**config.mk**
```make
export PLATFORM = sky130hd
export DESIGN_NAME = mux_rr_feeder_flat
export DESIGN_NICKNAME = d
export VERILOG_FILES = /design/src/rtl/mux_rr_pkg.sv /design/src/rtl/mux_rr_feeder_if.sv /design/src/rtl/mux_rr_fifo.sv /design/src/rtl/mux_rr_feeder.sv /design/src/flat_wrapper.sv
export SDC_FILE = /design/constraint.sdc
export NUM_CORES = 1
export LEC_CHECK = 0
export ABC_AREA = 1
export CAP_MARGIN = 20
export CORE_ASPECT_RATIO = 0.75
export CORE_MARGIN = 2
export CORE_UTILIZATION = 48
export DETAILED_ROUTE_END_ITERATION = 7
export PLACE_DENSITY = 0.87
export SLEW_MARGIN = 25
export SYNTH_ARGS = -nofsm -noshare
export SYNTH_HDL_FRONTEND = slang
export SYNTH_SLANG_ARGS = --single-unit
```
**constraint.sdc**
```tcl
create_clock -name clk -period 1.9 [get_ports clk]
set_clock_uncertainty 0.15 [all_clocks]
set_input_delay 0.57 -clock clk [delete_from_list [all_inputs] [get_ports clk]]
set_output_delay 0.57 -clock clk [all_outputs]
set_load 0.03 [all_outputs]
```
**src/rtl/mux_rr_pkg.sv**
```systemverilog
// Shared definitions for the two-channel round-robin feeder: default sizes,
// arbiter state encoding and channel source codes.
package mux_rr_pkg;

    localparam int WIDTH_DEF = 8;
    localparam int DEPTH_DEF = 2;

    localparam logic SRC_IN1 = 1'b0;
    localparam logic SRC_IN2 = 1'b1;

    // bit 1 = output word valid, bit 0 = source channel of the held word
    typedef enum logic [1:0] {
        IDLE  = 2'b00,
        HOLD1 = 2'b10,
        HOLD2 = 2'b11
    } state_t;

    function automatic state_t hold_state(input logic src);
        return (src == SRC_IN2) ? HOLD2 : HOLD1;
    endfunction

endpackage

```
**src/rtl/mux_rr_feeder_if.sv**
```systemverilog
// Handshake bundle for the feeder: two input channels and one output channel.
interface mux_rr_feeder_if #(
    parameter int WIDTH = mux_rr_pkg::WIDTH_DEF
);
    logic [WIDTH-1:0] in1;
    logic             in1_valid;
    logic             in1_ready;
    logic [WIDTH-1:0] in2;
    logic             in2_valid;
    logic             in2_ready;
    logic [WIDTH-1:0] out;
    logic             out_valid;
    logic             out_ready;
    logic             out_sel;

    modport master (
        output in1, in1_valid, input in1_ready,
        output in2, in2_valid, input in2_ready,
        input  out, out_valid, out_sel,
        output out_ready
    );

    modport slave (
        input  in1, in1_valid, output in1_ready,
        input  in2, in2_valid, output in2_ready,
        output out, out_valid, out_sel,
        input  out_ready
    );
endinterface

```
**src/rtl/mux_rr_fifo.sv**
```systemverilog
// Small synchronous FIFO feeding one arbiter input; DEPTH must be 2 or 4 so
// the pointers wrap naturally.
module mux_rr_fifo
    import mux_rr_pkg::*;
#(
    parameter int WIDTH = WIDTH_DEF,
    parameter int DEPTH = DEPTH_DEF
) (
    input  logic                       clk,
    input  logic                       rst,
    input  logic                       push,
    input  logic                       pop,
    input  logic [WIDTH-1:0]           din,
    output logic [WIDTH-1:0]           head,
    output logic [$clog2(DEPTH+1)-1:0] count,
    output logic                       full,
    output logic                       empty
);
    localparam int PW = $clog2(DEPTH);
    localparam int CW = $clog2(DEPTH+1);

    logic [WIDTH-1:0] mem [DEPTH];
    logic [PW-1:0]    wr_ptr;
    logic [PW-1:0]    rd_ptr;

    always_ff @(posedge clk) begin
        if (rst) begin
            wr_ptr <= '0;
            rd_ptr <= '0;
            count  <= '0;
        end else begin
            if (push) wr_ptr <= wr_ptr + 1'b1;
            if (pop)  rd_ptr <= rd_ptr + 1'b1;
            case ({push, pop})
                2'b10:   count <= count + 1'b1;
                2'b01:   count <= count - 1'b1;
                default: count <= count;
            endcase
        end
    end

    // Storage is data only; stale words are unreachable once pointers reset.
    always_ff @(posedge clk) begin
        if (push) mem[wr_ptr] <= din;
    end

    assign head  = mem[rd_ptr];
    assign full  = (count == CW'(DEPTH));
    assign empty = (count == '0);

endmodule

```
**src/rtl/mux_rr_feeder.sv**
```systemverilog
// Two buffered input channels merged into one registered output with
// round-robin arbitration on ties.
module mux_rr_feeder
    import mux_rr_pkg::*;
#(
    parameter int WIDTH = WIDTH_DEF,
    parameter int DEPTH = DEPTH_DEF
) (
    input  logic           clk,
    input  logic           rst,
    mux_rr_feeder_if.slave bus
);
    localparam int CW = $clog2(DEPTH+1);

    logic [WIDTH-1:0] head1, head2, head_sel;
    logic [CW-1:0]    count1, count2;
    logic             full1, full2, empty1, empty2;
    logic             push1, push2, pop1, pop2;
    logic             loadable, load, pick;

    state_t           state;
    logic [WIDTH-1:0] out_q;
    logic             sel_q;
    logic             last;

    assign push1 = bus.in1_valid && !full1 && !rst;
    assign push2 = bus.in2_valid && !full2 && !rst;

    mux_rr_fifo #(.WIDTH(WIDTH), .DEPTH(DEPTH)) u_fifo1 (
        .clk(clk), .rst(rst), .push(push1), .pop(pop1), .din(bus.in1),
        .head(head1), .count(count1), .full(full1), .empty(empty1)
    );

    mux_rr_fifo #(.WIDTH(WIDTH), .DEPTH(DEPTH)) u_fifo2 (
        .clk(clk), .rst(rst), .push(push2), .pop(pop2), .din(bus.in2),
        .head(head2), .count(count2), .full(full2), .empty(empty2)
    );

    // On a tie the channel that did not win last time is served.
    always_comb begin
        loadable = (state == IDLE) || bus.out_ready;
        pick     = (!empty1 && !empty2) ? ~last : !empty2;
        load     = loadable && (!empty1 || !empty2);
        pop1     = load && (pick == SRC_IN1);
        pop2     = load && (pick == SRC_IN2);
        head_sel = (pick == SRC_IN2) ? head2 : head1;
    end

    always_ff @(posedge clk) begin
        if (rst) begin
            state <= IDLE;
            out_q <= '0;
            sel_q <= SRC_IN1;
            last  <= SRC_IN2;
        end else if (load) begin
            state <= hold_state(pick);
            out_q <= head_sel;
            sel_q <= pick;
            last  <= pick;
        end else if (loadable) begin
            state <= IDLE;
        end
    end

    assign bus.in1_ready = (count1 < CW'(DEPTH)) && !rst;
    assign bus.in2_ready = (count2 < CW'(DEPTH)) && !rst;
    assign bus.out       = out_q;
    assign bus.out_valid = (state != IDLE);
    assign bus.out_sel   = sel_q;

endmodule

```
**src/flat_wrapper.sv**
```systemverilog
// flat-port wrapper written by rule: the top's interface ports become plain ports
module mux_rr_feeder_flat import mux_rr_pkg::*;
#(
    parameter int WIDTH = WIDTH_DEF,
    parameter int DEPTH = DEPTH_DEF
)
  (clk, rst, bus_in1, bus_in1_valid, bus_in1_ready, bus_in2, bus_in2_valid, bus_in2_ready, bus_out, bus_out_valid, bus_out_sel, bus_out_ready);
  mux_rr_feeder_if #(.WIDTH(WIDTH)) bus_i ();
  input  logic clk;
  input  logic rst;
  input wire logic [$bits(bus_i.in1)-1:0] bus_in1;
  input wire logic [$bits(bus_i.in1_valid)-1:0] bus_in1_valid;
  output wire logic [$bits(bus_i.in1_ready)-1:0] bus_in1_ready;
  input wire logic [$bits(bus_i.in2)-1:0] bus_in2;
  input wire logic [$bits(bus_i.in2_valid)-1:0] bus_in2_valid;
  output wire logic [$bits(bus_i.in2_ready)-1:0] bus_in2_ready;
  output wire logic [$bits(bus_i.out)-1:0] bus_out;
  output wire logic [$bits(bus_i.out_valid)-1:0] bus_out_valid;
  output wire logic [$bits(bus_i.out_sel)-1:0] bus_out_sel;
  input wire logic [$bits(bus_i.out_ready)-1:0] bus_out_ready;
  assign bus_i.in1 = bus_in1;
  assign bus_i.in1_valid = bus_in1_valid;
  assign bus_in1_ready = bus_i.in1_ready;
  assign bus_i.in2 = bus_in2;
  assign bus_i.in2_valid = bus_in2_valid;
  assign bus_in2_ready = bus_i.in2_ready;
  assign bus_out = bus_i.out;
  assign bus_out_valid = bus_i.out_valid;
  assign bus_out_sel = bus_i.out_sel;
  assign bus_i.out_ready = bus_out_ready;
  mux_rr_feeder #(.WIDTH(WIDTH), .DEPTH(DEPTH)) u_core (.clk(clk), .rst(rst), .bus(bus_i));
endmodule
```
* Word level (Yosys, flattened, before mapping) *
Memory sizes are Yosys's and may differ from the RTL's. A register that Yosys moved wholly into a read port is not among the register bits.
Cells that the tools add are included.

word-level totals
  register bits after elaboration = 20
  RAM bits = 32
  input bits = 21
  word-level logic and storage cells = 69
  memories kept = 2

memory list
  memory              words  width  read ports  clocked after Yosys merged registers in  write ports  RTL line           source
  u_core.u_fifo1.mem  2      8      1           1                                        1            mux_rr_fifo.sv:22  logic [WIDTH-1:0] mem [DEPTH];
  u_core.u_fifo2.mem  2      8      1           1                                        1            mux_rr_fifo.sv:22

cells by class
  add/subtract/negate cells = 8
  $lt $le $gt $ge = 2
  equal/unequal tests = 6
  multiplexer cells = 15
  bitwise logic cells = 2
  reduce and logical (&&, ||, !) cells = 24

operators with widths
  operator                                              count
  logical AND 1 bit                                     10
  two-way mux 1 bit                                     10
  equality test 2 bit (second input constant)           4
  two-way mux 8 bit                                     1
  one-hot mux 2 bit (2 select lines)                    2
  nonzero test 2 bit                                    4
  logical NOT 2 bit                                     3
  logical NOT 1 bit                                     5
  adder 1 bit (second input constant)                   4
  adder 2 x 1 -> 2 bit (second input constant)          2
  equality test 2 x 1 -> 1 bit (second input constant)  2
  less-than comparator 2 bit (second input constant)    2
  two-way mux 2 bit                                     2
  subtractor 2 x 1 -> 2 bit (second input constant)     2
  logical OR 1 bit                                      2
  NOT 1 bit                                             2

* Longest topological paths before layout *
Gate-level depths: netlist (run 1).

  depth after elaboration = 8
  gate-level depth with buffers = 11
  gate-level depth less buffers = 11

* Cells and area by module *
Synthesis (run 1) repeated with hierarchy kept, for this count alone.

unflattened totals
  cell total of the unflattened synthesis = 206
  area total of the unflattened synthesis = 2239.6 um^2

by module, submodules not included
  module         instances  cells an instance  area each (um^2)
  mux_rr_fifo    2          58                 807.0
  mux_rr_feeder  1          90                 625.6

* Worst setup path after synthesis (run 1) *
Ideal clock, no wire load.

  path kind = input to output
  start = input port rst
  end = output port bus_in1_ready
  data arrival time = 1.332 ns
  required time = 1.180 ns
  slack = -0.152 ns
  stages on the path = 3
  buffers on the path = 2
  path through = clkbuf_1 > clkbuf_1 > nor2_1

between the ends
  word-level cells in the longest chain between the ends = 2

RTL lines
  element             RTL line             source
  start: declaration  flat_wrapper.sv:10   input logic rst;
  logical NOT 1 bit   mux_rr_feeder.sv:65  assign bus.in1_ready = (count1 < CW'(DEPTH)) && !rst;
  logical AND 1 bit   mux_rr_feeder.sv:65
  end: declaration    flat_wrapper.sv:13   output wire logic [$bits(bus_i.in1_ready)-1:0] bus_in1_ready;

Every way passes these cells.

* Worst setup path in the final report (run 1) *
  start = input port bus_in1_valid
  end = register u_core.u_fifo1.count[1]

between the ends
  word-level cells in the longest chain between the ends = 4
  elaborated cells on any way between the ends = 6
  classes of those cells = 2 x eq/ne; 1 x mux; 3 x reduce/logical

RTL lines
  element                                                                          RTL line             source
  start: declaration                                                               flat_wrapper.sv:12   input wire logic [$bits(bus_i.in1_valid)-1:0] bus_in1_valid;
  logical AND 1 bit (*) (2 in series)                                              mux_rr_feeder.sv:26  assign push1 = bus.in1_valid && !full1 && !rst;
  equality test 2 x 1 -> 1 bit / equality test 2 bit (equally long branches)       mux_rr_fifo.sv:34    case ({push, pop})
  one-hot mux 2 bit (2 select lines) / nonzero test 2 bit (equally long branches)  n/a
  end signal: assignment                                                           mux_rr_fifo.sv:35    2'b10: count <= count + 1'b1;
  end signal: assignment                                                           mux_rr_fifo.sv:36    2'b01: count <= count - 1'b1;
  end signal: assignment                                                           mux_rr_fifo.sv:37    default: count <= count;
  end: declaration                                                                 mux_rr_fifo.sv:15    output logic [$clog2(DEPTH+1)-1:0] count,

Every way passes the cells marked *; elsewhere a longest branch is shown, timed or not.
A chain may end at the register's enable or synchronous reset.

==> results of run 1 <==
-- stage by stage --
stage	utilization	setup TNS (ns)	cell area, sq um
floorplan	-	-0.02057	2215
global placement	0.6171	-8.787	2740
detailed placement	0.6171	-10.62	2740
CTS	0.6450	-0.03574	2864
global route	0.6526	0	2898
finish	0.6526	0	2898
-- cells in the mapped netlist (3+ instances only) --
cell type and number:
inv_1 21, inv_2 3, nand2_4 3, dfxtp_1 22, o21ai_4 3, edfxtp_1 32, nand2_1 74, nor2_1 15
o21ai_0 13, nand3_1 9, a21oi_1 16, xor2_1 3
-- sequential cells by signal, indices dropped and copies added (netlist names), 2 cells and up, named ones only --
name                  count
u_core.u_fifo2.mem       16
u_core.bus.out            8
u_core.u_fifo1.mem       16
u_core.u_fifo2.count      2
u_core.state              2
u_core.u_fifo1.count      2
-- cell type report --
class / instances / share of cell area
timing repair buffer: 57 / 0.1693
clock inverter: 1 / 0.001727
inverter: 25 / 0.03325
tap: 57 / 0.02461
clock buffer: 7 / 0.02979
multi-input combinational: 142 / 0.2569
sequential: 54 / 0.4845
-- layer usage --
layer	track usage	share of wire	vias up
met5	0	0	-
li1	-	-	845
met1	0.2173	0.43	771
met4	0.07292	0.020	0
met2	0.2913	0.50	43
met3	0.06069	0.050	9
-- path summary, 6_finish.rpt --
| check | from | to | cells after the start | slack (ns) |
|---|---|---|---|---|
| max reg2reg | u_core.u_fifo2.count[1]$_SDFFE_PP0P_ | u_core.u_fifo2.count[1]$_SDFFE_PP0P_ | 11 | 0.10 |
| min reg2reg | u_core.bus.out[4]$_SDFFE_PP0N_ | u_core.bus.out[4]$_SDFFE_PP0N_ | 2 | 0.32 |
| max | bus_in1_valid | u_core.u_fifo1.count[1]$_SDFFE_PP0P_ | 9 | 0.05 |
| min | u_core.bus.out[4]$_SDFFE_PP0N_ | u_core.bus.out[4]$_SDFFE_PP0N_ | 2 | 0.32 |
-- power groups by stage --
| stage | registers [W] | logic, W | clock network (W) |
|---|---|---|---|
| 2_1_floorplan | 0.00181 | 0.00110 | 0 |
| 3_3_place_gp | 0.00168 | 0.00182 | 0 |
| 3_5_place_dp | 0.00170 | 0.00190 | 0 |
| 4_1_cts | 0.00167 | 0.00190 | 0.000645 |
| 5_1_grt | 0.00171 | 0.00222 | 0.000699 |
| 6_report | 0.00168 | 0.00201 | 0.000635 |
-- critical path: cells and delay by family --
kind            cells  cell delay, ns
compound gates      1            0.13
buf+inv             2            0.50
simple gates        3            0.23
fa+ha+maj           1            0.17
xor+xnor            2            0.30
-- cell families after synthesis --
kind of cell | synth area share
AND/OR/NAND/NOR | 0.1955
buffers and inverters | 0.05496
AO/OA/AOI/OAI | 0.09179
adder cells (fa/ha/maj) | 0.01133
XOR/XNOR | 0.01190
flip-flops | 0.6346
-- repair_timing --
action / in CTS / in global routing
cloned: 0 / 0
endpoints found under the setup margin: 14 / 5
resized for setup: 23 / 14
pin swaps: 4 / 4
setup buffers: 2 / 1
endpoints found under the hold margin: 0 / 0
-- cells in the final DEF (no fill, tap or decap) --
| cell type | netlist | layout |
|---|---|---|
| nand3_1 | 9 | 9 |
| nand2_2 | 1 | 3 |
| edfxtp_1 | 32 | 32 |
| ha_4 | 0 | 2 |
| nor2_4 | 0 | 1 |
| xor2_1 | 3 | 2 |
| buf_4 | 1 | 25 |
| dlymetal6s2s_1 | 0 | 1 |
| clkbuf_2 | 0 | 1 |
| clkdlybuf4s50_1 | 0 | 17 |
| buf_6 | 0 | 2 |
| dlygate4sd2_1 | 0 | 10 |
| xor2_2 | 0 | 1 |
| nand2_1 | 74 | 72 |
| clkbuf_1 | 2 | 1 |
| o21ai_0 | 13 | 12 |
| nor2_2 | 1 | 2 |
| inv_1 | 21 | 17 |
| clkinv_2 | 0 | 1 |
| dfxtp_2 | 0 | 2 |
| o21ai_2 | 1 | 1 |
| a21oi_1 | 16 | 13 |
| buf_2 | 2 | 1 |
| inv_2 | 3 | 7 |
| nor2_1 | 15 | 13 |
| o21ai_4 | 3 | 3 |
| a21oi_2 | 0 | 3 |
| dfxtp_1 | 22 | 20 |
| clkbuf_8 | 0 | 6 |
| nand2_4 | 3 | 3 |
| or2_2 | 1 | 1 |
| inv_4 | 1 | 1 |
| o21ai_1 | 0 | 1 |
==> results.sh, run 1 <==
export IMPL_status="complete, no violations"
export IMPL_synth_edf_count=32
export IMPL_dpl_cell_count=332
export IMPL_synth_seq_cells=54
export IMPL_setup_viol=0
export IMPL_die_h_um=62.74
export IMPL_crit_chain="clkdlybuf4s50_1 > inv_1 > a21oi_2 > nand2_2 > ha_4 > xor2_2 > nand2_2 > xor2_1 > nor2_1"
export IMPL_grt_pass1_wl_um=6775
export IMPL_worstMarginPinSlew_ns=0.4742
export IMPL_final_nets=308
export IMPL_netlist_top_cell_by_area="edfxtp_1"
export IMPL_grt_ovfl_total=0
export IMPL_die_x_um=82.32
export IMPL_via_count=1668
export IMPL_synth_area_sq_um=2208
export IMPL_p_total_w=0.004322
export IMPL_critPathKind="in2reg"
export IMPL_power_switching_w=0.001734
export IMPL_finalWorstSetupSlack_ns=0.05402
export IMPL_ys_top_cells_by_area="edfxtp_1 44%, dfxtp_1 20%, nand2_1 13%"
export IMPL_grt_usage=0.1797
export IMPL_htreeDepth=2
export IMPL_drv_slew=0
export IMPL_io_pins=33
export IMPL_endpoint_kind="register"
export IMPL_startpoint_type="input pin"
export IMPL_routed_via_density=4.863
export IMPL_grt_max_degree=17
export IMPL_antenna_found_initial=0
export IMPL_cts_buffers=5
export IMPL_switching_share=0.4012
export IMPL_finalHoldViolations=0
export IMPL_critPathMaxStageDelay_ns=0.45
export IMPL_pwr_share_seq=0.389
export IMPL_seq_area_frac_synth=0.6346
export IMPL_drt_pass1_iter_count=4
export IMPL_avgRoutedWirePerCell_um=12.55
export IMPL_grt_pass1_vias=1625
export IMPL_yosysWarnings=0
export IMPL_crit_fanout=3
export IMPL_worst_hold_path_type="reg2reg"
export IMPL_antenna_left=0
export IMPL_synth_top_area_share=0.4351
export IMPL_synth_avg_cell_area_sq_um=9.772
export IMPL_hold_buffers=0
export IMPL_instances_no_fill=343
export IMPL_drt_drc_violations_left=0
export IMPL_nFillCells=347
export IMPL_max_freq_mhz=541.7
export IMPL_globalplace_congestion=0.8007
export IMPL_leakage_nw=1.258
export IMPL_cts_sinks=54
export IMPL_fin_crit_sh=0.9716
export IMPL_dp_slack_ns=-0.4368
export IMPL_slowest_stage="clkdlybuf4s50_1"
export IMPL_rows=21
export IMPL_power_frac_comb=0.464
export IMPL_relSlewSlack=0.6835
export IMPL_worstPathRequired_ns=1.95
export IMPL_p_per_area_nw_per_um2=1492
export IMPL_max_cap_violations=0
export IMPL_totalWireLength_um=4303
export IMPL_area_growth_pct=31.22
export IMPL_diodes=0
export IMPL_layout_min_cycle_time_ns=1.846
export IMPL_clockBufferDepth=2
export IMPL_grt_setup_unrepaired="no"
export IMPL_whs_ns=0.3179
export IMPL_seqCellArea_sq_um=1404
export IMPL_start_util=0.4973
export IMPL_synthArstFlopShare=0
export IMPL_cp_arrival_ns=1.90
export IMPL_crit_top_cell="nand2_2"
export IMPL_syn_inst=226
export IMPL_root_buffer="clkbuf_8"
export IMPL_drive_above_1_share=0.2308
export IMPL_hpwl_um=3167
export IMPL_p_int_w=0.002589
export IMPL_synth_fp_nets=249
export IMPL_drtIter0Drc=112
export IMPL_clk_pin_slew_ns=0.09
export IMPL_ir_drop_v=0.001114
export IMPL_clockPowerShare=0.147
export IMPL_synth_top_flop_cell="edfxtp_1"
export IMPL_dieArea_sq_um=5165
export IMPL_clk_latency_ns=0.30
export IMPL_yosys_cell_types_count=21
export IMPL_core_area_sq_um=4441
export IMPL_multi_input_area_sq_um=744.5
export IMPL_portBuffers=32
export IMPL_cts_tree="yes"
Power figures use the tool's default switching activity.
==> inputs of run 2 (changes only) <==
--- a/config.mk
+++ b/config.mk
@@ -8,7 +8,7 @@
 export ABC_AREA = 1
 export CAP_MARGIN = 20
 export CORE_ASPECT_RATIO = 0.75
-export CORE_MARGIN = 2
+export CORE_MARGIN = 1.5
 export CORE_UTILIZATION = 48
 export DETAILED_ROUTE_END_ITERATION = 7
 export PLACE_DENSITY = 0.87
==> results.sh, run 2 (synthesis gave the netlist of run 1 again) <==
export IMPL_grt_ovfl_total=0
export IMPL_ir_drop_v=0.0009994
export IMPL_status="complete, no violations"
export IMPL_endpoint_kind="output port"
export IMPL_max_cap_violations=0
export IMPL_switching_share=0.3907
export IMPL_via_count=1617
export IMPL_layout_common_cells="72 x nand2_1, 32 x edfxtp_1, 21 x dfxtp_1, 19 x buf_4"
export IMPL_cp_arrival_ns=1.12
export IMPL_grt_max_degree=17
export IMPL_root_buffer="clkbuf_8"
export IMPL_worstPathRequired_ns=1.18
export IMPL_antenna_left=0
export IMPL_p_per_area_nw_per_um2=1491
export IMPL_globalplace_congestion=0.8269
export IMPL_htreeDepth=2
export IMPL_clockPowerShare=0.172
export IMPL_die_h_um=61.74
export IMPL_startpoint_type="register"
export IMPL_drtIter0Drc=77
export IMPL_core_area_sq_um=4441
export IMPL_worst_hold_path_type="reg2reg"
export IMPL_portBuffers=32
export IMPL_antenna_found_initial=0
export IMPL_grt_setup_unrepaired="yes"
export IMPL_multi_input_area_sq_um=747.0
export IMPL_seqCellArea_sq_um=1403
export IMPL_worstMarginPinSlew_ns=0.4662
export IMPL_layout_min_cycle_time_ns=1.839
export IMPL_hold_buffers=0
export IMPL_clk_pin_slew_ns=0.09
export IMPL_hpwl_um=2920
export IMPL_routed_via_density=4.798
export IMPL_cts_tree="yes"
export IMPL_power_switching_w=0.001675
export IMPL_drv_slew=0
export IMPL_p_int_w=0.002612
export IMPL_die_x_um=81.32
export IMPL_fin_util=0.6475
export IMPL_cts_buffers=5
export IMPL_leakage_nw=1.249
export IMPL_p_total_w=0.004288
export IMPL_io_pins=33
export IMPL_finalHoldViolations=0
export IMPL_grt_pass1_wl_um=6272
export IMPL_relSlewSlack=0.6888
export IMPL_crit_fanout=3
export IMPL_grt_usage=0.1742
export IMPL_dieArea_sq_um=5021
export IMPL_start_util=0.4973
export IMPL_place_area_sq_um=2710
export IMPL_nFillCells=358
export IMPL_rows=21
export IMPL_drt_drc_violations_left=0
export IMPL_avgRoutedWirePerCell_um=11.83
export IMPL_cts_sinks=54
export IMPL_dp_slack_ns=-0.4412
export IMPL_area_growth_pct=30.20
export IMPL_whs_ns=0.3162
export IMPL_drive_above_1_share=0.2143
export IMPL_clockBufferDepth=2
export IMPL_diodes=0
export IMPL_critPathKind="reg2out"
export IMPL_max_freq_mhz=543.8
export IMPL_power_frac_comb=0.435
export IMPL_final_area_sq_um=2875
export IMPL_drt_pass1_iter_count=4
export IMPL_finalWorstSetupSlack_ns=0.06118
export IMPL_final_common_cell="nand2_1"
export IMPL_clk_latency_ns=0.31
export IMPL_final_nets=302
export IMPL_fin_crit_sh=0.9678
export IMPL_pwr_share_seq=0.393
export IMPL_totalWireLength_um=3987
export IMPL_grt_pass1_vias=1458
export IMPL_setup_viol=0
[run 2: cell count changes in the layout (fill, tap and decap cells not counted), sizes merged]
| cell | previous run | this run |
|---|---|---|
| buf | 28 | 23 |
| bufinv | 0 | 1 |
| clkbuf | 8 | 5 |
| clkinv | 1 | 2 |
| dlygate4sd2 | 10 | 9 |
| dlymetal6s2s | 1 | 2 |
[run 2: worst paths after layout]
check	start	end	slack, ns	cells after the start
min reg2reg	u_core.bus.out[5]$_SDFFE_PP0N_	u_core.bus.out[5]$_SDFFE_PP0N_	0.32	2
max	u_core.state[1]$_SDFFE_PP0P_	bus_out_valid	0.06	2
max reg2reg	u_core.u_fifo2.count[0]$_SDFFE_PP0P_	u_core.u_fifo2.count[1]$_SDFFE_PP0P_	0.13	11
min	u_core.bus.out[5]$_SDFFE_PP0N_	u_core.bus.out[5]$_SDFFE_PP0N_	0.32	2
[run 2: final cells by class]
cell class | count | share of cell area
inverter | 25 | 0.03351
tap | 57 | 0.02480
clock buffer | 5 | 0.02393
timing repair buffer | 51 | 0.1562
sequential | 54 | 0.4878
multi-input combinational | 142 | 0.2598
clock inverter | 3 | 0.01393
[run 2: repair_timing]
action / CTS / global route
setup endpoints to repair: 21 / 16
endpoints found under the hold margin: 0 / 0
resized for setup: 22 / 16
buffers inserted: 0 / 1
pin swaps: 0 / 6
[run 2: stage by stage]
stage               setup TNS [ns]  cells
floorplan                 -0.02057    226
global placement            -9.076    328
detailed placement          -11.23    328
CTS                       -0.05386    336
global route              -0.06394    337
finish                           0    337
[run 2: power by group through the flow]
stage / Combinational (W) / Sequential (W) / Clock (W)
after global placement: 0.00178 / 0.00168 / 0
after global routing: 0.00207 / 0.00171 / 0.000802
final: 0.00187 / 0.00169 / 0.000736
after floorplan: 0.00110 / 0.00181 / 0
after CTS: 0.00182 / 0.00168 / 0.000753
after detailed placement: 0.00183 / 0.00170 / 0
[run 2: worst max-delay path, cell delays in order, from the launching register on]
cell and delay [ns]:
dfxtp_1 0.35, or2_2 0.28, buf_2 0.18
[run 2: layer usage]
layer  GRT usage  routed length (um)  share of wire  vias to the layer above
met4     0.07882                  14         0.0035                        0
met3     0.05693                 213          0.053                        2
met2      0.2798                1931           0.48                       41
li1            -                   -              -                      835
met5           0                   0              0                        -
met1      0.2188                1828           0.46                      739
==> inputs of run 3 (changes only) <==
--- a/config.mk
+++ b/config.mk
@@ -7,7 +7,7 @@
 export LEC_CHECK = 0
 export ABC_AREA = 1
 export CAP_MARGIN = 20
-export CORE_ASPECT_RATIO = 0.75
+export CORE_ASPECT_RATIO = 1.1
 export CORE_MARGIN = 1.5
 export CORE_UTILIZATION = 48
 export DETAILED_ROUTE_END_ITERATION = 7
==> results.sh, run 3 (synthesis gave the netlist of run 1 again) <==
export IMPL_grt_ovfl_total=0
export IMPL_globalplace_congestion=0.8055
export IMPL_max_cap_violations=0
export IMPL_antenna_found_initial=0
export IMPL_layout_min_cycle_time_ns=1.841
export IMPL_rows=25
export IMPL_relSlewSlack=0.7347
export IMPL_diodes=0
export IMPL_totalWireLength_um=4140
export IMPL_core_area_sq_um=4348
export IMPL_rr_startpoint="u_core.u_fifo1.count[0]$_SDFFE_PP0P_"
export IMPL_r2r_end="u_core.u_fifo1.count[1]$_SDFFE_PP0P_"
export IMPL_avgRoutedWirePerCell_um=12.21
export IMPL_ir_drop_v=0.001046
export IMPL_via_count=1659
export IMPL_status="complete, no violations"
export IMPL_area_growth_pct=30.26
export IMPL_die_x_um=67.67
export IMPL_drt_pass1_iter_count=6
export IMPL_reg2reg_slack_ns=0.11
export IMPL_drtIter0Drc=107
export IMPL_routed_via_density=4.894
export IMPL_drive_above_1_share=0.2211
export IMPL_holdPathEnd="u_core.bus.out[6]$_SDFFE_PP0N_"
export IMPL_dieArea_sq_um=5017
export IMPL_startpoint_type="register"
export IMPL_worstPathRequired_ns=1.18
export IMPL_critPathKind="reg2out"
export IMPL_htreeDepth=2
export IMPL_final_common_cell="nand2_1"
export IMPL_final_nets=307
export IMPL_cts_tree="yes"
export IMPL_hpwl_um=2915
export IMPL_clk_latency_ns=0.30
export IMPL_layout_common_cells="73 x nand2_1, 32 x edfxtp_1, 22 x buf_4, 21 x dfxtp_1, 17 x inv_1"
export IMPL_grt_max_degree=17
export IMPL_holdPathStages=2
export IMPL_die_h_um=74.14
export IMPL_start_util=0.5079
export IMPL_cp_arrival_ns=1.12
export IMPL_grt_usage=0.1797
export IMPL_finalHoldViolations=0
export IMPL_drt_drc_violations_left=0
export IMPL_worst_hold_path_type="reg2reg"
export IMPL_rr_worst_depth=9
export IMPL_final_area_sq_um=2877
export IMPL_place_area_sq_um=2714
export IMPL_fin_util=0.6616
export IMPL_leakage_nw=1.268
export IMPL_crit_fanout=3
export IMPL_setup_viol=0
export IMPL_fin_crit_sh=0.9688
export IMPL_hold_buffers=0
export IMPL_endpoint_kind="output port"
export IMPL_cts_buffers=5
export IMPL_min_delay_start="u_core.bus.out[6]$_SDFFE_PP0N_"
export IMPL_max_freq_mhz=543.3
export IMPL_worstMarginPinSlew_ns=0.3975
export IMPL_portBuffers=32
export IMPL_grt_pass1_vias=1493
export IMPL_cts_sinks=54
export IMPL_io_pins=33
export IMPL_clockBufferDepth=2
export IMPL_root_buffer="clkbuf_8"
export IMPL_grt_pass1_wl_um=6541
export IMPL_antenna_left=0
export IMPL_drv_slew=0
export IMPL_clk_pin_slew_ns=0.09
export IMPL_p_per_area_nw_per_um2=1481
==> run 3: changes by cell type in the layout (fill, tap and decap cells not counted), sizes merged <==
| cell | delta |
|---|---|
| dlymetal6s2s | +1 |
| buf | +5 |
| clkbuf | +1 |
| bufinv | -1 |
| clkdlybuf4s50 | -1 |
==> run 3: area by class of cell <==
type,instances,area [sq um]
clock buffers,6,72.57
multi-input cells,142,737.0
flip-flops and latches,54,1403
well taps,54,67.56
repair buffers,56,490.5
clock inverters,2,10.01
inverters,25,96.34
fillers,344,1471
==> run 3: metal layers <==
metal | routed length, um | GRT usage | vias to the layer above
li1 | - | - | 847
met2 | 2148 | 0.3105 | 43
met3 | 155 | 0.04085 | 8
met4 | 78 | 0.06803 | 0
met5 | 0 | 0 | -
met1 | 1758 | 0.2178 | 761
==> run 3: how the worst max path moves through the flow <==
| stage | from | to | slack [ns] | cells after the start |
|---|---|---|---|---|
| after floorplan | rst | bus_in1_ready | -0.01 | 3 |
| after global placement | bus_out_ready | u_core.u_fifo2.count[1]$_SDFFE_PP0P_ | -0.33 | 10 |
| after detailed placement | bus_out_ready | u_core.u_fifo2.count[1]$_SDFFE_PP0P_ | -0.38 | 10 |
| after CTS | u_core.state[0]$_SDFFE_PP0P_ | bus_out_valid | -0.06 | 2 |
| after global routing | u_core.u_fifo1.count[0]$_SDFFE_PP0P_ | u_core.u_fifo1.count[1]$_SDFFE_PP0P_ | -0.003 | 9 |
| final | u_core.state[0]$_SDFFE_PP0P_ | bus_out_valid | 0.06 | 2 |
==> run 3: critical path, cell delays in order (launching register included) <==
cell     delay (ns)
dfxtp_1        0.35
or2_2          0.29
buf_2          0.18
==> run 3: power by group <==
group          switching, W  internal (W)  leakage, nW  total, W
registers          0.000188       0.00148        0.475   0.00167
logic               0.00118      0.000808        0.748   0.00198
clock network      0.000353      0.000256       0.0450  0.000609
==> run 3: what timing repair did <==
| action | 4_1_cts | 5_1_grt |
|---|---|---|
| endpoints found under the setup margin | 15 | 34 |
| cloned | 0 | 1 |
| pin swaps | 3 | 5 |
| buffers inserted | 1 | 3 |
| resized for setup | 24 | 15 |
==> run 3: through the flow <==
stage	TNS (ns)	std cells	hold slack [ns]	power, W	setup WS, ns
2_1_floorplan	-0.02057	226	0.3169	0.002909	-0.01028
3_3_place_gp	-10.72	326	0.3016	0.003487	-0.3273
3_5_place_dp	-11.85	326	0.3044	0.003563	-0.3797
4_1_cts	-0.05865	335	0.3151	0.004194	-0.05865
5_1_grt	-0.002812	339	0.3306	0.004558	-0.002812
6_report	0	339	0.3140	0.004260	0.05927
